--- config.mk ---
export PLATFORM = sky130hd
export DESIGN_NAME = wb_arbiter_flat
export DESIGN_NICKNAME = d
export VERILOG_FILES = /design/src/rtl/wb_arbiter_pkg.sv /design/src/rtl/wb_arbiter_if.sv /design/src/rtl/wb_arbiter_buf.sv /design/src/rtl/wb_arbiter.sv /design/src/flat_wrapper.sv
export SDC_FILE = /design/constraint.sdc
export NUM_CORES = 1
export LEC_CHECK = 0
export BUFFER_PORTS_ARGS = -buffer_cell sky130_fd_sc_hd__buf_4
export CORE_ASPECT_RATIO = 0.6
export CORE_MARGIN = 5
export CORE_UTILIZATION = 50
export DETAILED_ROUTE_END_ITERATION = 12
export GPL_TIMING_DRIVEN = 0
export PLACE_DENSITY = 0.74
export SKIP_CTS_REPAIR_TIMING = 1
export SLEW_MARGIN = 20
export SYNTH_ARGS = -nofsm -noshare
export SYNTH_HDL_FRONTEND = slang
export SYNTH_SLANG_ARGS = --single-unit
--- constraint.sdc ---
create_clock -name clk -period 2.2 [get_ports clk]
set_input_delay 0.22 -clock clk [delete_from_list [all_inputs] [get_ports clk]]
set_output_delay 0.22 -clock clk [all_outputs]
set_load 0.02 [all_outputs]
--- src/rtl/wb_arbiter_pkg.sv ---
// CorePack: shared core types for the write-back path.
//   reg_ind_t  - architectural register index (x0..x31)
//   data_t     - register data word
//   wb_entry_t - one long-latency buffer slot {rd, data, live}
//   WB_BUF_DEPTH_MAX - largest supported long-latency buffer depth
package CorePack;
    localparam int XLEN = 32;

    typedef logic [4:0]      reg_ind_t;
    typedef logic [XLEN-1:0] data_t;

    typedef struct packed {
        reg_ind_t rd;
        data_t    data;
        logic     live;
    } wb_entry_t;

    localparam int WB_BUF_DEPTH_MAX = 4;
endpackage

--- src/rtl/wb_arbiter_if.sv ---
// wb_arbiter_if: bus bundle between the result sources and the register
// file write port.
//   pipe_we/pipe_rd/pipe_data          - in-order pipeline write-back
//   mem_valid/mem_ready/mem_rd/mem_data - long-latency return handshake
//   rf_we/rf_waddr/rf_wdata            - register file write port
// modport master: the environment (sources + register file)
// modport slave : the arbiter
interface wb_arbiter_if;
    import CorePack::*;

    logic     pipe_we;
    reg_ind_t pipe_rd;
    data_t    pipe_data;
    logic     mem_valid;
    logic     mem_ready;
    reg_ind_t mem_rd;
    data_t    mem_data;
    logic     rf_we;
    reg_ind_t rf_waddr;
    data_t    rf_wdata;

    modport master (
        output pipe_we, pipe_rd, pipe_data, mem_valid, mem_rd, mem_data,
        input  mem_ready, rf_we, rf_waddr, rf_wdata
    );

    modport slave (
        input  pipe_we, pipe_rd, pipe_data, mem_valid, mem_rd, mem_data,
        output mem_ready, rf_we, rf_waddr, rf_wdata
    );
endinterface

--- src/rtl/wb_arbiter_buf.sv ---
// wb_buf: in-order circular buffer for long-latency results.
//   clk, rst       - clock, async active-low reset
//   push/push_ent  - enqueue one entry at the tail
//   pop            - dequeue the head entry
//   kill/kill_rd   - clear the live bit of every stored entry with rd==kill_rd
//   head           - head entry (only meaningful when count != 0)
//   count          - number of occupied slots
//   pend_mask      - (WB_PEND_MASK_EN only) registers targeted by live entries
// Free slots always carry live=0, so the pending mask can OR over every slot
// without consulting the pointers.
module wb_buf
    import CorePack::*;
#(
    parameter int DEPTH = 2
) (
    input  logic                   clk,
    input  logic                   rst,
    input  logic                   push,
    input  wb_entry_t              push_ent,
    input  logic                   pop,
    input  logic                   kill,
    input  reg_ind_t               kill_rd,
    output wb_entry_t              head,
    output logic [$clog2(DEPTH):0] count
`ifdef WB_PEND_MASK_EN
   ,output logic [31:0]            pend_mask
`endif
);
    localparam int PW = $clog2(DEPTH);

    wb_entry_t       ent [DEPTH];
    logic [PW-1:0]   rd_ptr;
    logic [PW-1:0]   wr_ptr;

    assign head = ent[rd_ptr];

    always_ff @(posedge clk or negedge rst) begin
        if (!rst) begin
            for (int i = 0; i < DEPTH; i++) ent[i] <= '0;
            rd_ptr <= '0;
            wr_ptr <= '0;
            count  <= '0;
        end else begin
            // Order matters: kill, then pop clears the freed slot, then the
            // push writes its own (different) slot with its own live bit.
            for (int i = 0; i < DEPTH; i++)
                if (kill && ent[i].rd == kill_rd) ent[i].live <= 1'b0;
            if (pop) begin
                ent[rd_ptr].live <= 1'b0;
                rd_ptr           <= rd_ptr + PW'(1);
            end
            if (push) begin
                ent[wr_ptr] <= push_ent;
                wr_ptr      <= wr_ptr + PW'(1);
            end
            case ({push, pop})
                2'b10:   count <= count + 1'b1;
                2'b01:   count <= count - 1'b1;
                default: count <= count;
            endcase
        end
    end

`ifdef WB_PEND_MASK_EN
    always_comb begin
        pend_mask = '0;
        for (int i = 0; i < DEPTH; i++)
            if (ent[i].live) pend_mask[ent[i].rd] = 1'b1;
        pend_mask[0] = 1'b0;
    end
`endif
endmodule

--- src/rtl/wb_arbiter.sv ---
// wb_arbiter: merges pipeline write-back and long-latency returns into the
// single register file write port.
//   clk, rst  - core clock, async active-low reset
//   bus       - wb_arbiter_if.slave (pipe_*, mem_* handshake, rf_* outputs)
//   pend_mask - pending-register mask, present only with WB_PEND_MASK_EN
// Slot priority: pipeline write > live buffer head > bypass of a transfer
// accepted into an empty buffer. A pipeline write kills buffered results
// (and a same-cycle transfer) to the same register.
module wb_arbiter
    import CorePack::*;
#(
    parameter int BUF_DEPTH = 2
) (
    input  logic        clk,
    input  logic        rst,
    wb_arbiter_if.slave bus
`ifdef WB_PEND_MASK_EN
   ,output logic [31:0] pend_mask
`endif
);
    localparam int CW = $clog2(BUF_DEPTH) + 1;

    logic          rdy_en;   // holds mem_ready low for the first cycle out of reset
    logic [CW-1:0] count;
    wb_entry_t     head;
    wb_entry_t     push_ent;
    logic          push;
    logic          pop;
    logic          pipe_take;
    logic          accept;
    logic          bypass;
    logic          out_we;
    reg_ind_t      out_rd;
    data_t         out_data;

    assign bus.mem_ready = rdy_en && (count < CW'(BUF_DEPTH));

    always_comb begin
        pipe_take = bus.pipe_we && (bus.pipe_rd != '0);
        accept    = bus.mem_valid && bus.mem_ready;
        bypass    = !pipe_take && (count == '0) && accept && (bus.mem_rd != '0);
        push      = accept && (bus.mem_rd != '0) && !bypass;
        // A transfer arriving alongside a pipe write to the same rd is older.
        push_ent  = '{rd: bus.mem_rd, data: bus.mem_data,
                      live: !(pipe_take && bus.mem_rd == bus.pipe_rd)};
        pop       = 1'b0;
        out_we    = 1'b0;
        out_rd    = '0;
        out_data  = '0;
        if (pipe_take) begin
            out_we   = 1'b1;
            out_rd   = bus.pipe_rd;
            out_data = bus.pipe_data;
        end else if (count != '0 && head.live) begin
            out_we   = 1'b1;
            out_rd   = head.rd;
            out_data = head.data;
            pop      = 1'b1;
        end else if (bypass) begin
            out_we   = 1'b1;
            out_rd   = bus.mem_rd;
            out_data = bus.mem_data;
        end
        // Dead heads leave without consuming the write slot.
        if (count != '0 && !head.live) pop = 1'b1;
    end

    wb_buf #(.DEPTH(BUF_DEPTH)) u_buf (
        .clk      (clk),
        .rst      (rst),
        .push     (push),
        .push_ent (push_ent),
        .pop      (pop),
        .kill     (pipe_take),
        .kill_rd  (bus.pipe_rd),
        .head     (head),
        .count    (count)
`ifdef WB_PEND_MASK_EN
       ,.pend_mask(pend_mask)
`endif
    );

    always_ff @(posedge clk or negedge rst) begin
        if (!rst) begin
            rdy_en       <= 1'b0;
            bus.rf_we    <= 1'b0;
            bus.rf_waddr <= '0;
            bus.rf_wdata <= '0;
        end else begin
            rdy_en    <= 1'b1;
            bus.rf_we <= out_we;
            if (out_we) begin
                bus.rf_waddr <= out_rd;
                bus.rf_wdata <= out_data;
            end
        end
    end
endmodule

--- src/flat_wrapper.sv ---
// flat-port wrapper written by rule: the top's interface ports become plain ports
module wb_arbiter_flat import CorePack::*;
#(
    parameter int BUF_DEPTH = 2
)
  (clk, rst, bus_pipe_we, bus_pipe_rd, bus_pipe_data, bus_mem_valid, bus_mem_rd, bus_mem_data, bus_mem_ready, bus_rf_we, bus_rf_waddr, bus_rf_wdata);
  wb_arbiter_if bus_i ();
  input  logic clk;
  input  logic rst;
  input wire logic [$bits(bus_i.pipe_we)-1:0] bus_pipe_we;
  input wire logic [$bits(bus_i.pipe_rd)-1:0] bus_pipe_rd;
  input wire logic [$bits(bus_i.pipe_data)-1:0] bus_pipe_data;
  input wire logic [$bits(bus_i.mem_valid)-1:0] bus_mem_valid;
  input wire logic [$bits(bus_i.mem_rd)-1:0] bus_mem_rd;
  input wire logic [$bits(bus_i.mem_data)-1:0] bus_mem_data;
  output wire logic [$bits(bus_i.mem_ready)-1:0] bus_mem_ready;
  output wire logic [$bits(bus_i.rf_we)-1:0] bus_rf_we;
  output wire logic [$bits(bus_i.rf_waddr)-1:0] bus_rf_waddr;
  output wire logic [$bits(bus_i.rf_wdata)-1:0] bus_rf_wdata;
  assign bus_i.pipe_we = bus_pipe_we;
  assign bus_i.pipe_rd = bus_pipe_rd;
  assign bus_i.pipe_data = bus_pipe_data;
  assign bus_i.mem_valid = bus_mem_valid;
  assign bus_i.mem_rd = bus_mem_rd;
  assign bus_i.mem_data = bus_mem_data;
  assign bus_mem_ready = bus_i.mem_ready;
  assign bus_rf_we = bus_i.rf_we;
  assign bus_rf_waddr = bus_i.rf_waddr;
  assign bus_rf_wdata = bus_i.rf_wdata;
  wb_arbiter #(.BUF_DEPTH(BUF_DEPTH)) u_core (.clk(clk), .rst(rst), .bus(bus_i));
endmodule
# Word-level counts from Yosys, hierarchy flattened
# Cells that the tools add are included.
[word_totals]
ff_bits = 119
in_bits = 78
out_inout_bits = 39
wordCells = 79
[op_classes]
n_addsub = 4
magnitude_cmp = 5
eq_ne = 5
n_mux = 26
n_bitwise = 2
n_reduce_logical = 24
[ops]
columns = ["cell", "count"]
rows = [
  ["76-bit bitwise mux", 2],
  ["38-bit two-way mux", 4],
  ["76-bit two-way mux", 2],
  ["32-bit two-way mux", 3],
  ["38-bit demux with 1-bit select", 2],
  ["5-bit equality test", 3],
  ["1-bit logical AND", 15],
  ["5-bit two-way mux", 3],
  ["5-bit nonzero test", 2],
  ["1-bit two-way mux", 9],
  ["2-bit >= comparator, second input constant", 2],
  ["1-bit logical NOT", 4],
  ["2-bit by 1-bit less-than comparator with 1-bit output, second input constant", 2],
  ["1-bit inverter with 2-bit output", 2],
  ["2-bit one-hot mux with 2 select lines", 1],
  ["2-bit nonzero test", 2],
  ["1-bit adder, second input constant", 2],
  ["2-bit by 1-bit adder with 2-bit output, second input constant", 1],
  ["2-bit by 1-bit equality test with 1-bit output, second input constant", 1],
  ["2-bit equality test, second input constant", 1],
  ["2-bit logical NOT", 1],
  ["2-bit less-than comparator, second input constant", 1],
  ["2-bit by 1-bit subtractor with 2-bit output, second input constant", 1],
]

# Longest topological paths before layout
# Gate-level depths: netlist of run 1.
[logic_depth]
depth_word = 11
depth_mapped = 8
ltp_nobuf = 8

# Modules after synthesis
# Synthesis of run 1 repeated with hierarchy kept, for this count alone.
[unflattened]
cells_unflattened = 460
hier_area_um2 = 5903.2
[modules_own_cells]
columns = ["mod", "instances", "cells_each", "area_per_inst_um2", "seq_area_each_um2"]
rows = [
  ["wb_buf", 1, 235, 3638.5, 2001.9],
  ["wb_arbiter", 1, 225, 2264.7, 975.9],
]

# Worst setup path before layout of run 1
# No wires, ideal clock.
[synth_path]
path_kind = "reg-to-reg"
from = "reg u_core.u_buf.count[1]"
to = "reg u_core.u_buf.ent[51] in the netlist's numbering"
setup_time_ns = 0.125
arrival_time_ns = 1.940
required_time_ns = 2.075
setup_slack_ns = 0.135
stages_incl_launch_ff = 8
n_path_buf = 2
period_less_slack_ns = 2.065
cell_sequence = "dfrtp_1 nor2b_1 o211ai_2 a21o_4 nor2_1 buf_6 buf_6 mux2_4"
[synth_between]
elab_chain_cells = 8
elab_cells_between_ends = 19
cone_classes = "order compare (1); mux (6); reduce/logical (12)"
[synth_lines]
columns = ["element", "line_no", "rtl"]
rows = [
  ["start: declaration", "wb_arbiter_buf.sv:24", "output logic [$clog2(DEPTH):0] count"],
  ["start signal: assignment", "wb_arbiter_buf.sv:57", "2'b10: count <= count + 1'b1;"],
  ["start signal: assignment", "wb_arbiter_buf.sv:58", "2'b01: count <= count - 1'b1;"],
  ["start signal: assignment", "wb_arbiter_buf.sv:59", "default: count <= count;"],
  ["2-bit less-than comparator (*)", "wb_arbiter.sv:36", "assign bus.mem_ready = rdy_en && (count < CW'(BUF_DEPTH));"],
  ["1-bit logical AND (*)", "wb_arbiter.sv:36", ""],
  ["net bus_mem_ready", "flat_wrapper.sv:16", "output wire logic [$bits(bus_i.mem_ready)-1:0] bus_mem_ready;"],
  ["1-bit logical AND (*)", "wb_arbiter.sv:40", "accept = bus.mem_valid && bus.mem_ready;"],
  ["1-bit logical AND (2 in a row)", "wb_arbiter.sv:41", "bypass = !pipe_take && (count == '0) && accept && (bus.mem_rd != '0);"],
  ["1-bit logical NOT", "wb_arbiter.sv:42", "push = accept && (bus.mem_rd != '0) && !bypass;"],
  ["1-bit logical AND (*)", "wb_arbiter.sv:42", ""],
  ["76-bit two-way mux (*)", "wb_arbiter_buf.sv:52", "if (push) begin"],
  ["end signal: indexed assignment", "wb_arbiter_buf.sv:53", "ent[wr_ptr] <= push_ent;"],
  ["end: declaration", "wb_arbiter_buf.sv:31", "wb_entry_t ent [DEPTH];"],
]
# Mark *: on every way through the listed nets, which the timed path passes. The rest lies on a longest branch.
# A chain may end at the register's enable or synchronous reset.

# Worst setup path after layout of run 1
[layout_path]
from = "reg u_core.u_buf.count[1]"
to = "reg u_core.u_buf.ent[61] in the netlist's numbering"
[layout_between]
elab_chain_cells = 8
elab_cells_between_ends = 19
cone_classes = "order compare (1); mux (6); reduce/logical (12)"
[layout_lines]
columns = ["element", "line_no"]
rows = [
  ["2-bit nonzero test or 2-bit less-than comparator (tied branches)", "wb_arbiter.sv:54, wb_arbiter.sv:65, wb_arbiter.sv:36"],
  ["1-bit logical AND (on tied branches)", "wb_arbiter.sv:54, wb_arbiter.sv:36"],
  ["1-bit two-way mux or 1-bit logical AND (tied branches)", "wb_arbiter.sv:54, wb_arbiter.sv:40"],
  ["1-bit two-way mux or 1-bit logical AND (tied branches)", "wb_arbiter.sv:50, wb_arbiter.sv:41"],
  ["1-bit two-way mux or 1-bit logical AND (tied branches)", "wb_arbiter.sv:65, wb_arbiter.sv:41"],
  ["76-bit two-way mux or 1-bit logical NOT (tied branches)", "wb_arbiter_buf.sv:48, wb_arbiter.sv:42"],
  ["76-bit bitwise mux or 1-bit logical AND (tied branches)", "wb_arbiter_buf.sv:53, wb_arbiter.sv:42"],
  ["76-bit two-way mux (*)", "wb_arbiter_buf.sv:52"],
]
# Every way passes the cells marked *; elsewhere a longest branch is shown, timed or not.

==> results.yml, run 1 <==
clock_network:
  clock_latency_ns: 0.41
  htreeDepth: 4
  clk_pin_slew_ns: 0.05
  cts_buffers: 17
  cts_tree: "built"
  clock-sinks: 119
  clockBufferDepth: 2
  clockRootBuffer: "clkbuf_16"
global_routing:
  grt_pass1_wl_mm: 24.9
  grtUsageTotal_pct: 23.3
  grt_max_degree: 85
  grt_pass1_vias: 4736
  antenna_found_initial: 0
  grt-ovfl-total: 0
final_layout:
  finalInstanceArea_um2: 7450
  area_delta_synth_final_pct: 29.3
  nNetsFinal: 716
  n_antenna_cell: 0
  drive_gt1_share_pct: 38.4
  final_core_util_pct: 65.9
worst_setup_path:
  worstPathRequired_ns: 2.48
  crit_arrival_ns: 2.31
  start_kind: "flip-flop"
  crit_path_max_fanout: 10
  cp-end-kind: "flip-flop"
  path_class: "flip-flop to flip-flop"
placement:
  place_hpwl_mm: 11.0
  gp_congestion: 0.834
  placement.io_buffers: 115
  place_area_um2: 6850
  dp_slack_ns: -0.225
routing:
  wl_mm: 15.4
  drtIter0Drc: 293
  routedWlPerCell_um: 19.1
  vias: 4473
  antenna_left: 0
  dr.pass1.iters: 4
  drcViolationCount: 0
  vias_per_cell: 5.55
die:
  num_rows: 30
  dieArea_um2: 13800
  die_h_um: 93.1
  initial_core_util_pct: 51.0
  io_pins: 117
  core-area_um2: 11300
  dieWidth_um: 149
sta:
  fin_skew_ns: 0.00639
  slew-limit-headroom_pct: 45.0
  hold_slack_ns: 0.0598
  hold_viol_final: 0
  tns_ns: 0
  fin_ws_ns: 0.174
  rsz0062_at_grt: "no"
  drv_slew: 0
  layout_min_cycle_time_ns: 2.03
  clock.fmax_mhz: 494
  setup_viol: 0
  fin_crit_sh_pct: 92.1
  worst_pin_slew_ns: 0.825
worst_hold_path:
  hold_class: "primary input to flip-flop"
synthesis:
  yosysSeqAreaShare_pct: 51.7
  synthArstFlopShare_pct: 100
  synth-edff-count: 0
  synth_nets: 581
  ys_seq_elements: 119
  syn_area_um2: 5760
  syn_inst: 502
  ys_types: 36
  ys_warn_count: 0
  synth.avg_cell_area_um2: 11.5
  yosys_most_used_dff: "dfrtp_1"
outcome:
  status: "complete, no violations"
power:
  irDropWorstVdd_uv: 767
  p_per_area_nw_per_um2: 1490
  cellLeakagePower_nw: 3.36
flow_run:
  drv_cap: 0
==> cell usage in the layout, fill, tap and decap left out, types with 2 or more instances in the layout <==
cell type	n
dfrtp_1	119
buf_4	116
nand2_1	68
mux2_2	55
nor2_1	40
mux2i_1	39
o211ai_1	35
a31oi_1	34
mux2_4	19
clkbuf_16	17
clkbuf_1	13
xnor2_1	12
buf_2	10
xor2_1	8
clkbuf_2	7
clkbuf_8	7
nor3_1	5
inv_1	4
buf_6	4
nand3_1	3
a221oi_1	3
a21oi_1	3
o21ai_0	2
clkbuf_4	2
clkinv_2	2
==> area by class of cell <==
class	count	area, µm²
well taps	160	200
plain buffers	36	194
repair buffers	117	905
inverters	4	15.0
flip-flops and latches	119	2980
multi-input cells	342	2590
fillers	869	3850
clock inverters	3	40.0
clock buffers	25	526
==> logic make-up (layout without fill, tap and decap cells) <==
group                      after synthesis  count (layout)  share of synthesized area (%)
and+or+nand+nor                        122             122                           8.45
DFF                                    119             119                           51.7
muxes                                  113             113                           22.5
AOI/OAI and AO/OA                       85              85                           10.6
buffers and inverters                   41             185                           3.39
xor gates and xnor gates                20              20                           3.04
adders and majority gates                1               1                          0.217
other                                    1               1                         0.0651
==> final timing paths <==
kind                       slack, ns                               from  cells past startpoint                             endpoint
setup / recovery                0.17  u_core.u_buf.count[1]$_DFFE_PN0P_                      7     u_core.u_buf.ent[61]$_DFFE_PN0P_
setup reg to reg                0.17  u_core.u_buf.count[1]$_DFFE_PN0P_                      7     u_core.u_buf.ent[61]$_DFFE_PN0P_
hold reg to reg                 0.50    u_core.u_buf.wr_ptr$_DFFE_PN0P_                      1      u_core.u_buf.wr_ptr$_DFFE_PN0P_
max in group asynchronous       1.19                                rst                      3     u_core.u_buf.ent[50]$_DFFE_PN0P_
min in group asynchronous       0.28                                rst                      2  u_core.bus.rf_wdata[27]$_DFFE_PN0P_
hold / removal                  0.06                    bus_mem_data[5]                      2     u_core.u_buf.ent[44]$_DFFE_PN0P_
==> synth_stat cells, types with 4 or more instances <==
cell type	n	area share [%]
nor2_1	41	2.7
mux2_2	55	11
dfrtp_1	119	52
nor3_1	5	0.43
xnor2_1	12	1.8
buf_2	9	0.78
clkbuf_1	19	1.2
xor2_1	8	1.2
buf_1	4	0.26
o211ai_1	35	4.6
mux2i_1	39	6.8
inv_1	4	0.26
nand2_1	68	4.4
mux2_4	19	5.0
a31oi_1	34	3.7
==> registers in the layout, summed over array words and instances, names as in the netlist <==
signal	count
u_core.rdy_en	1
u_core.bus.rf_we	1
u_core.u_buf.ent	76
u_core.u_buf.count	2
u_core.u_buf.wr_ptr	1
u_core.u_buf.rd_ptr	1
u_core.bus.rf_waddr	5
u_core.bus.rf_wdata	32
==> report_power, final <==
part / total [W] / switching (W) / internal, W
logic: 0.00449 / 0.00232 / 0.00216
registers: 0.00396 / 0.000664 / 0.00330
clock network: 0.00263 / 0.000898 / 0.00173
total: 0.0111 / 0.00389 / 0.00720
==> metrics by stage <==
step,power (W),std cells
floorplan,0.00685,502
global placement,0.00821,777
detailed placement,0.00844,778
CTS,0.0111,806
global route,0.0118,806
finish,0.0111,806
==> critical path, stage by stage, from the launching register on <==
cell and delay, ns:
dfrtp_1 0.41, nor2b_2 0.21, o211ai_2 0.19, a21o_4 0.23, nor2_1 0.14, buf_6 0.19, buf_6 0.21, mux2_4 0.32
==> layer usage <==
metal | GRT usage (%) | vias to the layer above | wire (µm)
li1 | - | 2062 | -
met1 | 33.2 | 2216 | 7310
met2 | 34.3 | 178 | 6660
met3 | 7.89 | 17 | 1280
met4 | 5.61 | 0 | 157
met5 | 0 | - | 0
Power figures use the tool's default switching activity.
==> run 2, diff against run 1 <==
- RECOVER_POWER: not set -> 50
==> results.yml, run 2 (synthesized netlist as in run 1, its figures left out) <==
final_layout:
  final_cell_mix: "dfrtp_1, buf_4, nand2_1"
  finalNonFillerCells: 806
  largest_reg_flops: 76
  top_regs: "u_core.u_buf.ent x76, u_core.bus.rf_wdata x32, u_core.bus.rf_waddr x5"
  area_delta_synth_final_pct: 27.7
  drive_gt1_share_pct: 35.4
  final_common_cell: "dfrtp_1"
  nFillCells: 896
  nNetsFinal: 716
  regMostFlops: "u_core.u_buf.ent"
  n_antenna_cell: 0
placement:
  place_hpwl_mm: 11.0
  placement.io_buffers: 115
  dp_slack_ns: -0.225
  gp_congestion: 0.834
  dp.cells: 778
routing:
  vias_per_cell: 5.49
  drtIter0Drc: 248
  vias: 4427
  antenna_left: 0
  drcViolationCount: 0
  dr.pass1.iters: 4
  wl_mm: 15.5
  routedWlPerCell_um: 19.2
clock_network:
  clock_latency_ns: 0.41
  htreeDepth: 4
  clockRootBuffer: "clkbuf_16"
  clk_pin_slew_ns: 0.05
  cts_tree: "built"
  clock-sinks: 119
  cts_buffers: 17
  clockBufferDepth: 2
sta:
  worst_pin_slew_ns: 0.895
  slew-limit-headroom_pct: 40.3
  tns_ns: 0
  fin_skew_ns: 0.00685
  hold_viol_final: 0
  setup_viol: 0
  rsz0062_at_grt: "no"
  fin_ws_ns: 0.184
  fin_crit_sh_pct: 91.6
  clock.fmax_mhz: 496
  drv_slew: 0
  layout_min_cycle_time_ns: 2.02
worst_setup_path:
  critPathMaxStageDelay_ns: 0.41
  cp-end-kind: "flip-flop"
  worstPathRequired_ns: 2.49
  crit_path_top_delay_cell: "dfrtp_1"
  path_class: "flip-flop to flip-flop"
  worstPathCellList: "nor2b_2, o211ai_2, a21o_4, nor2_1, buf_6, buf_6, mux2_4"
  rrSetupSlack_ns: 0.18
  rr_endpoint: "u_core.u_buf.ent[61]$_DFFE_PN0P_"
  crit_start: "u_core.u_buf.count[1]$_DFFE_PN0P_"
  crit_arrival_ns: 2.30
  start_kind: "flip-flop"
  rr_startpoint: "u_core.u_buf.count[1]$_DFFE_PN0P_"
  crit_path_max_fanout: 10
  crit_top_cell: "buf_6"
  worst-r2r-cell-count: 7
worst_hold_path:
  hold_end: "u_core.u_buf.ent[44]$_DFFE_PN0P_"
  holdPathStages: 2
  hold_start: "bus_mem_data[5]"
  hold_class: "primary input to flip-flop"
global_routing:
  antenna_found_initial: 0
  grt_max_degree: 85
  grtUsageTotal_pct: 23.3
  grt_pass1_vias: 4736
  grt_pass1_wl_mm: 24.9
  grt-ovfl-total: 0
die:
  dieArea_um2: 13800
  io_pins: 117
  die_h_um: 93.1
  num_rows: 30
  initial_core_util_pct: 51.0
  core-area_um2: 11300
  dieWidth_um: 149
outcome:
  status: "complete, no violations"
flow_run:
  drv_cap: 0
power:
  p_per_area_nw_per_um2: 1490
  cellLeakagePower_nw: 3.28
  irDropWorstVdd_uv: 771
run 2: cell types whose count changed in the layout (fill, tap and decap cells not counted), sizes merged:
cell    previous run  this run
clkbuf            46        66
buf              131       111
run 2: where the power goes:
group	switching, W	internal, W	total, W
combinational	0.00233	0.00202	0.00435
sequential	0.000659	0.00330	0.00396
clock	0.000899	0.00173	0.00263
total	0.00389	0.00705	0.0109
run 2: per-layer routing:
layer	vias to the layer above	global-route usage [%]	wire length (µm)
met5	-	0	0
met4	0	5.61	121
met3	14	7.89	1150
met2	154	34.3	6740
met1	2199	33.2	7450
li1	2060	-	-
run 2: final cells by class:
class	count	area, µm²	area share, %
Multi-Input combinational cell	342	2590	35.2
Clock buffer	25	526	7.15
Tap cell	160	200	2.72
Clock inverter	3	40.0	0.545
Sequential cell	119	2980	40.5
Inverter	4	15.0	0.204
Timing Repair Buffer	117	811	11.0
Buffer	36	194	2.64
run 2: critical path: cells and delay by family (launching register included):
family | cells | cell delay [ns]
buf+inv | 2 | 0.40
simple gates | 2 | 0.34
compound gates | 2 | 0.41
mux | 1 | 0.32
flops | 1 | 0.41
run 2: worst max-delay path by stage:
stage	endpoint	slack [ns]	depth (start not counted)
6_report	u_core.u_buf.ent[61]$_DFFE_PN0P_	0.18	7
5_1_grt	u_core.bus.rf_waddr[0]$_DFFE_PN0P_	0.07	6
4_1_cts	u_core.bus.rf_wdata[2]$_DFFE_PN0P_	-0.27	7
3_5_place_dp	u_core.bus.rf_wdata[2]$_DFFE_PN0P_	-0.22	7
3_3_place_gp	u_core.bus.rf_wdata[2]$_DFFE_PN0P_	-0.14	7
2_1_floorplan	u_core.u_buf.ent[51]$_DFFE_PN0P_	0.13	7
run 2: per-stage QoR:
stage / utilization [%] / hold WS, ns / power, W / area [µm²]
2_1_floorplan: - / -0.0756 / 0.00685 / 5760
3_3_place_gp: 60.4 / 0.470 / 0.00821 / 6820
3_5_place_dp: 60.6 / 0.141 / 0.00844 / 6850
4_1_cts: 65.6 / -0.288 / 0.0111 / 7420
5_1_grt: 65.1 / 0.0536 / 0.0116 / 7350
6_report: 65.1 / 0.0605 / 0.0109 / 7350
==> run 3, diff against run 2 <==
- HOLD_SLACK_MARGIN: not set -> 0.08
- SKIP_CTS_REPAIR_TIMING: 1 -> not set
==> results.yml, run 3 (synthesized netlist as in run 1, its figures left out) <==
power:
  p_per_area_nw_per_um2: 1400
  irDropWorstVdd_uv: 774
  cellLeakagePower_nw: 3.50
  design_power_total_w: 0.0110
routing:
  dr.pass1.iters: 5
  drcViolationCount: 0
  antenna_left: 0
  wl_mm: 16.3
  vias: 4643
  vias_per_cell: 5.41
  routedWlPerCell_um: 19.0
  drtIter0Drc: 299
sta:
  tns_ns: 0
  rsz0062_at_grt: "no"
  clock.fmax_mhz: 493
  slew-limit-headroom_pct: 39.1
  drv_slew: 0
  layout_min_cycle_time_ns: 2.03
  worst_pin_slew_ns: 0.914
  setup_viol: 0
  fin_crit_sh_pct: 92.2
  hold_viol_final: 0
  fin_skew_ns: 0.00607
global_routing:
  grt_max_degree: 85
  grt_pass1_vias: 5024
  grtUsageTotal_pct: 24.4
  grt-ovfl-total: 0
  grt_pass1_wl_mm: 26.3
  antenna_found_initial: 0
final_layout:
  final_common_cell: "dfrtp_1"
  final_cell_mix: "dfrtp_1, buf_4, nand2_1"
  n_antenna_cell: 0
  finalInstanceArea_um2: 7870
  nNetsFinal: 768
  nFillCells: 844
  regMostFlops: "u_core.u_buf.ent"
  top_regs: "u_core.u_buf.ent x76, u_core.bus.rf_wdata x32, u_core.bus.rf_waddr x5"
  largest_reg_flops: 76
  finalNonFillerCells: 858
  drive_gt1_share_pct: 32.8
  area_delta_synth_final_pct: 36.8
  multi_input_area_um2: 2590
  seq_area_um2: 2980
outcome:
  status: "complete, no violations"
worst_setup_path:
  crit_path_max_fanout: 10
  crit_arrival_ns: 2.31
  rrSetupSlack_ns: 0.17
  worstPathRequired_ns: 2.48
  path_class: "flip-flop to flip-flop"
  cp-end-kind: "flip-flop"
  rr_endpoint: "u_core.u_buf.ent[61]$_DFFE_PN0P_"
  rr_startpoint: "u_core.u_buf.count[1]$_DFFE_PN0P_"
  worst-r2r-cell-count: 7
  crit_start: "u_core.u_buf.count[1]$_DFFE_PN0P_"
  start_kind: "flip-flop"
flow_run:
  drv_cap: 0
clock_network:
  cts_tree: "built"
  clk_pin_slew_ns: 0.05
  clockBufferDepth: 2
  clockRootBuffer: "clkbuf_16"
  clock-sinks: 119
  cts_buffers: 17
  cts_setup_buffers: 0
  clock_latency_ns: 0.41
  htreeDepth: 4
worst_hold_path:
  hold_end: "u_core.bus.rf_wdata[17]$_DFFE_PN0P_"
  holdPathStages: 3
  hold_start: "bus_pipe_data[17]"
  hold_class: "primary input to flip-flop"
die:
  io_pins: 117
  core-area_um2: 11300
  die_h_um: 93.1
  initial_core_util_pct: 51.0
  dieWidth_um: 149
  num_rows: 30
  dieArea_um2: 13800
placement:
  gp_congestion: 0.834
  dp.cells: 778
  place_hpwl_mm: 11.0
  placement.io_buffers: 115
  place_area_um2: 6850
## run 3: area by class of cell
type / instances / area share, %
clock inverters: 3 / 0.509
inverters: 4 / 0.191
well taps: 160 / 2.54
repair buffers: 169 / 16.9
clock buffers: 25 / 6.68
multi-input cells: 342 / 32.9
flip-flops and latches: 119 / 37.8
plain buffers: 36 / 2.46
## run 3: routing by layer
metal	up-vias	routed length, µm	track usage (%)
met5	-	0	0
met4	0	169	5.61
met3	16	1280	7.46
met2	168	7270	37.7
met1	2294	7550	34.2
li1	2165	-	-
## run 3: worst max-delay path by stage
stage	endpoint	slack (ns)
after floorplan	u_core.u_buf.ent[51]$_DFFE_PN0P_	0.13
after global placement	u_core.bus.rf_wdata[2]$_DFFE_PN0P_	-0.14
after detailed placement	u_core.bus.rf_wdata[2]$_DFFE_PN0P_	-0.22
after CTS	u_core.bus.rf_wdata[23]$_DFFE_PN0P_	0.05
after global routing	u_core.bus.rf_wdata[18]$_DFFE_PN0P_	0.05
final	u_core.u_buf.ent[61]$_DFFE_PN0P_	0.17
## run 3: critical path: stages (launching register included)
cell and delay [ns]:
dfrtp_1 0.41, nor2b_2 0.21, o211ai_2 0.19, a21o_4 0.23
nor2_1 0.14, buf_6 0.19, buf_6 0.21, mux2_4 0.32
## run 3: repair_timing
action	in CTS	in global routing
hold buffers	53	0
endpoints found under the setup margin	37	52
gates resized for setup	7	10
endpoints found under the hold margin	111	0
gates cloned	0	0
## run 3: power breakdown
group | switching, W | internal (W) | leakage [nW]
combinational | 0.00236 | 0.00208 | 1.81
clock | 0.000891 | 0.00173 | 0.283
sequential | 0.000666 | 0.00330 | 1.41
total | 0.00392 | 0.00711 | 3.50
## run 3: through the flow
| stage | util (%) | hold WS [ns] | setup slack, ns |
|---|---|---|---|
| after floorplan | - | -0.0756 | 0.135 |
| after global placement | 60.4 | 0.470 | -0.142 |
| after detailed placement | 60.6 | 0.141 | -0.225 |
| after CTS | 70.4 | 0.0806 | 0.0544 |
| after global routing | 69.7 | 0.0894 | 0.0535 |
| final | 69.7 | 0.0877 | 0.171 |
